File: src/rtl/serial_dot_acc_pkg.sv
// Shared constants and state encoding for the serial dot-product accumulator.
package serial_dot_acc_pkg;
  localparam int FRAME_DEF = 16;
  localparam int ACCW_DEF  = 24;

  typedef enum logic {
    IDLE  = 1'b0,
    SHIFT = 1'b1
  } state_t;
endpackage

File: src/rtl/serial_dot_acc_if.sv
// Serial product input, frame length and result handshake of serial_dot_acc.
interface serial_dot_acc_if #(
  parameter int ACCW = 24
);
  logic            qs;
  logic            sync;
  logic [7:0]      len;
  logic [ACCW-1:0] acc_out;
  logic            out_valid;
  logic            out_ready;
  logic            overrun;
  logic            sync_err;

  modport master (
    output qs, sync, len, out_ready,
    input  acc_out, out_valid, overrun, sync_err
  );

  modport slave (
    input  qs, sync, len, out_ready,
    output acc_out, out_valid, overrun, sync_err
  );
endinterface

File: src/rtl/serial_deser.sv
// Bit indexing and frame capture: turns an LSB-first serial product into a
// parallel word with a one-cycle done strobe in the cycle of its last bit.
module serial_deser
  import serial_dot_acc_pkg::*;
#(
  parameter int FRAME = FRAME_DEF
) (
  input  logic             clk,
  input  logic             rst,
  input  logic             qs,
  input  logic             sync,
  output logic [FRAME-1:0] prod,
  output logic             prod_done,
  output logic             frame_start,
  output logic             frame_err
);
  localparam int IW = $clog2(FRAME);

  state_t          state, state_nx;
  logic [IW-1:0]   idx, idx_nx;
  logic [FRAME-2:0] bits_p0;

  always_ff @(posedge clk) begin
    if (rst) begin
      state <= IDLE;
      idx   <= '0;
    end else begin
      state <= state_nx;
      idx   <= idx_nx;
    end
  end

  // Bits enter at the top and walk down, so bit 0 ends up at bits_p0[0].
  always_ff @(posedge clk) begin
    if (state == SHIFT || sync)
      bits_p0 <= {qs, bits_p0[FRAME-2:1]};
  end

  always_comb begin
    state_nx    = state;
    idx_nx      = idx;
    prod_done   = 1'b0;
    frame_start = 1'b0;
    frame_err   = 1'b0;
    case (state)
      IDLE: begin
        if (sync) begin
          frame_start = 1'b1;
          state_nx    = SHIFT;
          idx_nx      = IW'(1);
        end
      end
      SHIFT: begin
        // A sync here is always mid-frame; restart takes priority over completion.
        if (sync) begin
          frame_start = 1'b1;
          frame_err   = 1'b1;
          idx_nx      = IW'(1);
        end else if (idx == IW'(FRAME - 1)) begin
          prod_done = 1'b1;
          state_nx  = IDLE;
          idx_nx    = '0;
        end else begin
          idx_nx = idx + IW'(1);
        end
      end
      default: state_nx = IDLE;
    endcase
  end

  assign prod = {qs, bits_p0};
endmodule

File: src/rtl/serial_dot_acc.sv
// Accumulates serial products into groups of len frames and hands each sum
// to a valid/ready consumer, flagging overruns and mid-frame syncs.
module serial_dot_acc
  import serial_dot_acc_pkg::*;
#(
  parameter int FRAME = FRAME_DEF,
  parameter int ACCW  = ACCW_DEF
) (
  input logic               clk,
  input logic               rst,
  serial_dot_acc_if.slave   bus
);
  logic [FRAME-1:0] prod;
  logic             prod_done, frame_start, frame_err;
  logic [8:0]       cnt, len_grp;
  logic [ACCW-1:0]  acc, sum, res;
  logic             res_vld, ovr, serr, last;

  serial_deser #(.FRAME(FRAME)) u_deser (
    .clk         (clk),
    .rst         (rst),
    .qs          (bus.qs),
    .sync        (bus.sync),
    .prod        (prod),
    .prod_done   (prod_done),
    .frame_start (frame_start),
    .frame_err   (frame_err)
  );

  assign sum  = acc + ACCW'(prod);
  assign last = (cnt + 9'd1) == len_grp;

  always_ff @(posedge clk) begin
    if (rst) begin
      cnt     <= '0;
      len_grp <= 9'd256;
      acc     <= '0;
      res     <= '0;
      res_vld <= 1'b0;
      ovr     <= 1'b0;
      serr    <= 1'b0;
    end else begin
      // len is latched only when the first frame of a group starts.
      if (frame_start && cnt == 9'd0)
        len_grp <= (bus.len == 8'd0) ? 9'd256 : {1'b0, bus.len};
      if (frame_err)
        serr <= 1'b1;
      if (prod_done) begin
        if (last) begin
          cnt <= '0;
          acc <= '0;
        end else begin
          cnt <= cnt + 9'd1;
          acc <= sum;
        end
      end
      // A load on the same edge as a handshake replaces the result cleanly.
      if (prod_done && last) begin
        res     <= sum;
        res_vld <= 1'b1;
        if (res_vld && !bus.out_ready)
          ovr <= 1'b1;
      end else if (res_vld && bus.out_ready) begin
        res_vld <= 1'b0;
      end
    end
  end

  assign bus.acc_out   = res;
  assign bus.out_valid = res_vld;
  assign bus.overrun   = ovr;
  assign bus.sync_err  = serr;
endmodule

File: src/flat_wrapper.sv
// flat-port wrapper written by rule: the top's interface ports become plain ports
module serial_dot_acc_flat import serial_dot_acc_pkg::*;
#(
  parameter int FRAME = FRAME_DEF,
  parameter int ACCW  = ACCW_DEF
)
  (clk, rst, bus_qs, bus_sync, bus_len, bus_out_ready, bus_acc_out, bus_out_valid, bus_overrun, bus_sync_err);
  serial_dot_acc_if #(.ACCW(ACCW)) bus_i ();
  input logic clk;
  input logic rst;
  input wire logic [$bits(bus_i.qs)-1:0] bus_qs;
  input wire logic [$bits(bus_i.sync)-1:0] bus_sync;
  input wire logic [$bits(bus_i.len)-1:0] bus_len;
  input wire logic [$bits(bus_i.out_ready)-1:0] bus_out_ready;
  output wire logic [$bits(bus_i.acc_out)-1:0] bus_acc_out;
  output wire logic [$bits(bus_i.out_valid)-1:0] bus_out_valid;
  output wire logic [$bits(bus_i.overrun)-1:0] bus_overrun;
  output wire logic [$bits(bus_i.sync_err)-1:0] bus_sync_err;
  assign bus_i.qs = bus_qs;
  assign bus_i.sync = bus_sync;
  assign bus_i.len = bus_len;
  assign bus_i.out_ready = bus_out_ready;
  assign bus_acc_out = bus_i.acc_out;
  assign bus_out_valid = bus_i.out_valid;
  assign bus_overrun = bus_i.overrun;
  assign bus_sync_err = bus_i.sync_err;
  serial_dot_acc #(.FRAME(FRAME), .ACCW(ACCW)) u_core (.clk(clk), .rst(rst), .bus(bus_i));
endmodule
File: config.mk
export PLATFORM = sky130hd
export DESIGN_NAME = serial_dot_acc_flat
export DESIGN_NICKNAME = d
export VERILOG_FILES = /design/src/rtl/serial_dot_acc_pkg.sv /design/src/rtl/serial_dot_acc_if.sv /design/src/rtl/serial_deser.sv /design/src/rtl/serial_dot_acc.sv /design/src/flat_wrapper.sv
export SDC_FILE = /design/constraint.sdc
export NUM_CORES = 1
export LEC_CHECK = 0
export ABC_AREA = 1
export BUFFER_PORTS_ARGS = -buffer_cell sky130_fd_sc_hd__clkbuf_2
export CAP_MARGIN = 20
export CORE_MARGIN = 2
export CORE_UTILIZATION = 50
export CTS_BUF_LIST = sky130_fd_sc_hd__clkbuf_8
export DETAILED_ROUTE_END_ITERATION = 16
export PLACE_DENSITY = 0.68
export SETUP_SLACK_MARGIN = 0.02
export SLEW_MARGIN = 5
export SYNTH_ARGS = -nofsm -noshare
export SYNTH_HDL_FRONTEND = slang
export SYNTH_SLANG_ARGS = --single-unit
File: constraint.sdc
create_clock -name clk -period 2.9 [get_ports clk]
set_input_delay 0.58 -clock clk [delete_from_list [all_inputs] [get_ports clk]]
set_output_delay 0.58 -clock clk [all_outputs]
set_load 0.1 [all_outputs]
### Word-level counts from Yosys, hierarchy flattened

Cells that the tools add are included.

| cells by class | value |
|---|---|
| equal/unequal tests | 3 |
| multiplexer cells | 17 |
| $add $sub $neg | 3 |
| bitwise logic cells | 1 |
| reduce and logical (&&, ||, !) cells | 10 |

Operators with widths:

| cell | count |
|---|---|
| $add 24x16->24 | 1 |
| $mux 24 | 1 |
| $mux 9 | 2 |
| $mux 4 | 3 |
| $add 9x1->9 const B | 1 |
| $eq 9x9->1 | 1 |
| $logic_not 9->1 | 1 |
| $mux 1 | 9 |
| $logic_not 8->1 | 1 |
| $pmux 4 s2 | 1 |
| $add 4x1->4 const B | 1 |
| $eq 4x4->1 const B | 1 |
| $logic_and 1x1->1 | 4 |
| $ne 2x2->1 const B | 1 |
| $pmux 1 s2 | 1 |
| $reduce_and 2->1 | 1 |
| $reduce_bool 2->1 | 1 |
| $logic_not 1->1 | 1 |
| $logic_or 1x1->1 | 1 |
| $not 1->1 | 1 |

| storage, ports and cells | value |
|---|---|
| output and inout port bits | 27 |
| flip-flop bits (word level) | 89 |
| input port bits | 13 |
| logic and storage cells | 44 |

### Depth between registers and ports, before layout

| depth | value |
|---|---|
| depth after elaboration | 6 |
| gate-level depth with buffers | 15 |
| depth with buffers taken out | 14 |

### Hierarchy

A second synthesis with hierarchy kept.

| unflattened totals | value |
|---|---|
| cells, all modules | 802 |
| area total of the unflattened synthesis | 5216.3 µm² |

By module, submodules not included:

| module | times used | seq. area each (µm²) | cells each | area each (µm²) |
|---|---|---|---|---|
| serial_dot_acc | 1 | 1381.3 | 750 | 4493.1 |
| serial_deser | 1 | 550.5 | 52 | 723.2 |

### Worst setup path before layout

OpenSTA, ideal clock, no wires.

| timing | value |
|---|---|
| path type | reg-to-reg |
| from | reg u_core.cnt[0] |
| to | reg u_core.res[15] (netlist: u_core.bus.acc_out[15]) |
| setup slack | 0.995 ns |
| path buffers | 2 |
| required time | 2.788 ns |
| clock period less this slack | 1.905 ns |
| setup time | 0.112 ns |
| arrival | 1.794 ns |
| stages on the path, launching flop included | 15 |
| cell sequence | dfxtp_1 > inv_1 > ha_1 > nand2_1 > nand2_1 > nor2_1 > nand3_1 > nor2_1 > nand3_1 > nor2_2 > nand3_2 > buf_6 > buf_6 > nor2_2 > nor2_1 |

| between the ends | value |
|---|---|
| word-level cells in the longest chain between the ends | 3 |

RTL lines:

| element | line | text |
|---|---|---|
| from (decl) | serial_dot_acc.sv:15 | `logic [8:0] cnt, len_grp;` |
| from (signal assigned) | serial_dot_acc.sv:53 | `cnt <= cnt + 9'd1;` |
| $add 9x1->9 | serial_dot_acc.sv:31 | `assign last = (cnt + 9'd1) == len_grp;` |
| $eq 9x9->1 | serial_dot_acc.sv:31 |  |
| $logic_and 1x1->1 | serial_dot_acc.sv:58 | `if (prod_done && last) begin` |
| to (signal assigned) | serial_dot_acc.sv:59 | `res <= sum;` |
| to (decl) | serial_dot_acc.sv:16 | `logic [ACCW-1:0] acc, sum, res;` |

No other way between the ends.
A chain may end at the register's enable or synchronous reset.

### Final worst setup path

| timing | value |
|---|---|
| from | reg u_core.u_deser.bits_p0[7] |
| to | reg u_core.acc[18] |

| between the ends | value |
|---|---|
| word-level cells in the longest chain between the ends | 2 |

RTL lines:

| element | line | text |
|---|---|---|
| from (decl) | serial_deser.sv:21 | `logic [FRAME-2:0] bits_p0;` |
| from (signal assigned) | serial_deser.sv:36 | `bits_p0 <= {qs, bits_p0[FRAME-2:1]};` |
| $add 24x16->24 | serial_dot_acc.sv:30 | `assign sum = acc + ACCW'(prod);` |
| $mux 24 | serial_dot_acc.sv:49 | `if (last) begin` |
| to (signal assigned) | serial_dot_acc.sv:54 | `acc <= sum;` |
| to (decl) | serial_dot_acc.sv:16 |  |

No other way between the ends.

==> results.txt <==
Port buffering added 39 buffers. The clock latency reported for the late side of the worst-skew pair is between 0.3 and 0.4 ns. The post-placement setup slack came out at slightly below 0.7 ns. The cell type with the highest aggregate area in the netlist is dfxtp_1. The peak clock frequency supported by timing is 446 MHz. Across all register-to-register paths, the minimum setup slack is 0.66 ns.

The overall via count from detail_route is 4790. The instance count after placement with tap cells included came out at 956. The number of gates resized after CTS came out at 0. The worst path setup slack after routing came out at roughly 0.66 ns.

The first TritonRoute pass finished after 5 iterations. From left edge to right edge, the die measures roughly 110 um. After detailed routing, the average wire length per cell comes to 13.0 um. The flip-flop cell with the highest count after synthesis is dfxtp_1. The count of cells along the worst hold path is 1. At the pin with the least slew margin, the transition time is 0.712 ns. For hold timing, the worst endpoint is u_core.u_deser.bits_p0[14].

The hold-fix buffer count after cts came out at 0. The global-route usage over all layers is around a quarter. The run finished with clean final reports. The final cell count without fillers is 972. Entering global routing, the biggest net connects 42 pins. The count of standard-cell rows is 37.

The worst-path maximum fanout came out at 4. For this configuration, the core starts out at a cell density of approximately 51%. Sorting the synthesized cells by how often they occur yields 270 x nand2_1, 118 x inv_1, 87 x nor2_1. The total count of max-transition violations in the final report came out at 0.

The post-synthesis instance area came out at 5150 um2. The proportion of netlist area held by the largest area contributor came out at 28.8%. Summing all multi-input logic gate instances after layout gives 2650 um2.

The layout net count is approximately 860. The fraction of final layout cells sized beyond drive strength 1 is ~9.8%. In this run the critical register-to-register path is captured at u_core.acc[18]. The remaining number of nets flagged by the antenna check after routing came out at 0.

The DRC violation count after routing is 0. The area after detailed placement is 5450 um2. Routability-driven placement finished with a final weighted congestion of 0.942. For the worst flop-to-flop path, the logic depth is 11. The final cycle utilization of the critical path came out at 77.3%. The worst setup path is captured at a flop. The max-capacitance violation count came out at 0. The floorplan step set the die height to 105 um. The post-route minimum period came out at 2.24 ns. The number of distinct standard cells referenced by the synthesized netlist came out at 33. The largest clock skew in the final design came out at just over 0.007 ns. The worst setup path is launched from a flop. TritonCTS built the clock tree. The number of I/O pins came out at 40. From synthesis to final layout, the design area changed by 10.6%.

The net count after synthesis is 830. The repair_antennas step left the layout with diodes totalling 0. The iteration-0 DRC count of the detailed router is 280. The detail-routed via count per cell came out at a little under 5.

Setup repair after global routing left no endpoint under its margin. For this run, asynchronously set or reset flops after synthesis account for 0%. The count of flip-flops with a built-in enable after synthesis came out at 15. The cell sitting at the root of the clock tree is a clkbuf_8. The maximum number of buffers from clock root to sink came out at 2. The mean post-synth cell area came out at approximately 6.5 um2.

Synthesis inferred between 80 and 90 register bits. The worst setup path is of the flop to flop kind. For this run, the share of the core covered by cells in the final layout is between 50% and 60%.

The total negative slack for setup checks is 0 ns. Global routing finished with a remaining overflow of 0. The area of all placed cells without fillers is 5690 um2.

The die outline area came out at 11100 um2. Yosys attributes the largest share of cell area to dfxtp_1 29%, nand2_1 20%, edfxtp_1 8.8%. The startpoint of the worst register-to-register path is u_core.u_deser.bits_p0[7]. After legalization and detailed placement, the total HPWL measured between 9000 and 10000 um. The synthesized netlist cell count came out at 797. The placeable core region came out at 10100 um2. The warning count from the yosys run is 0. In this run the number of H-tree levels came out at 3. The number of clock buffers inserted by TritonCTS is 9.

The min-delay analysis places its worst path in the category input pin to flop. The initial antenna violation count is 0. After clock tree synthesis, the clock-pin slew on the worst setup and hold paths is 0.09 ns. The final layout contains routed wiring with a total length of 12600 um. In this run the post-CTS setup repair buffer count came out at 0. Setup violations remaining at the end of the flow were counted as 0. For this design the ratio of total power to cell area is 443 nW/um2. The sequential cells in the finished layout cover a total of between 1500 and 2000 um2. The most instantiated library cell after synthesis is nand2_1. At the worst endpoint, the required time is 3.21 ns. The sequential cell area fraction in the yosys report is roughly 38%.

The static leakage came out at about 2.8 nW. At the worst endpoint, the arrival time is 2.55 ns. Counting every sink on the clock net gives between 80 and 90.

The relative slew slack is 52.5%. The number of fill cells in the layout came out at ~1000. In this run the worst setup path begins at u_core.u_deser.bits_p0[7].

The wire length of the first global-routing pass came out at 21200 um. Across the VDD grid, the largest voltage drop is 0.232 mV. The number of hold violations in the final report is 0.

The number of global-route vias before repair is 4488. The startpoint identified for the worst hold timing path is bus_qs.
[worst max path at each step]
stage,endpoint,slack (ns),depth (start not counted)
3_3_place_gp,u_core.acc[18],0.65,11
5_1_grt,u_core.acc[10],0.48,14
4_1_cts,u_core.bus.acc_out[16],0.67,13
3_5_place_dp,u_core.bus.acc_out[16],0.69,13
2_1_floorplan,u_core.bus.acc_out[15],0.99,14
6_report,u_core.acc[18],0.66,11
[routing by layer]
metal / up-vias / wire [um] / GRT usage [%]
li1: 2544 / - / -
met1: 2116 / 6110 / 32.4
met2: 114 / 5610 / 38.7
met3: 16 / 694 / 3.53
met4: 0 / 197 / 7.14
met5: - / 0 / 0
[metrics by stage]
| stage | power [mW] | hold slack [ns] |
|---|---|---|
| final | 2.52 | 0.398 |
| after global routing | 2.60 | 0.395 |
| after CTS | 2.54 | 0.395 |
| after detailed placement | 1.53 | 0.447 |
| after global placement | 1.53 | 0.438 |
| after floorplan | 1.47 | 0.431 |
[critical path: stages (launching register included)]
cell,delay (ns)
edfxtp_1,0.47
ha_1,0.39
nand2_1,0.12
nor2_1,0.30
nand3_1,0.16
nand3_1,0.19
nand2_1,0.11
nand2_1,0.07
nand2_1,0.05
nand2_1,0.09
nand3_1,0.08
a21oi_1,0.13
[report_power, final]
| group | internal (mW) | total [mW] | switching (mW) | leakage, nW |
|---|---|---|---|---|
| logic | 0.0554 | 0.188 | 0.132 | 1.96 |
| clock network | 0.556 | 1.02 | 0.462 | 0.123 |
| registers | 1.29 | 1.31 | 0.0214 | 0.750 |
| total | 1.90 | 2.52 | 0.616 | 2.83 |
[state kept, by name (all words and copies together) (netlist names)]
signal	count
u_core.acc	24
u_core.bus.acc_out	24
u_core.bus.out_valid	1
u_core.bus.overrun	1
u_core.bus.sync_err	1
u_core.cnt	9
u_core.len_grp	9
u_core.u_deser.bits_p0	15
u_core.u_deser.idx	4
u_core.u_deser.state	1
[layout make-up]
type	count	share of cell area [%]
Clock buffer	12	2.90
Clock inverter	4	1.30
Inverter	121	7.98
Multi-Input combinational cell	564	46.5
Sequential cell	89	33.9
Tap cell	136	2.99
Timing Repair Buffer	46	4.35
[logic make-up (layout without fill, tap and decap cells)]
logic type | count (synthesis) | after routing | synth area share (%)
and+or+nand+nor | 458 | 458 | 36.8
buffers and inverters | 144 | 183 | 11.1
DFF | 89 | 89 | 37.5
AOI/OAI and AO/OA | 73 | 73 | 7.34
adders and majority gates | 20 | 20 | 5.01
xor gates and xnor gates | 13 | 13 | 2.21
[cell usage in the layout, fill, tap and decap left out, drive strengths merged]
cell / count
fa: 1
nand4: 7
dfxtp: 74
nand2: 271
a21boi: 1
clkinv: 3
a31oi: 1
o21ai: 13
nand3b: 2
and3: 2
a211oi: 1
and2: 3
buf: 7
o21bai: 1
nor2: 99
bufinv: 2
nor4: 3
inv: 120
or3b: 1
xor2: 10
edfxtp: 15
xnor2: 3
or2: 1
a21oi: 56
clkbuf: 51
nand3: 69
ha: 19
Power figures use the tool's default switching activity.
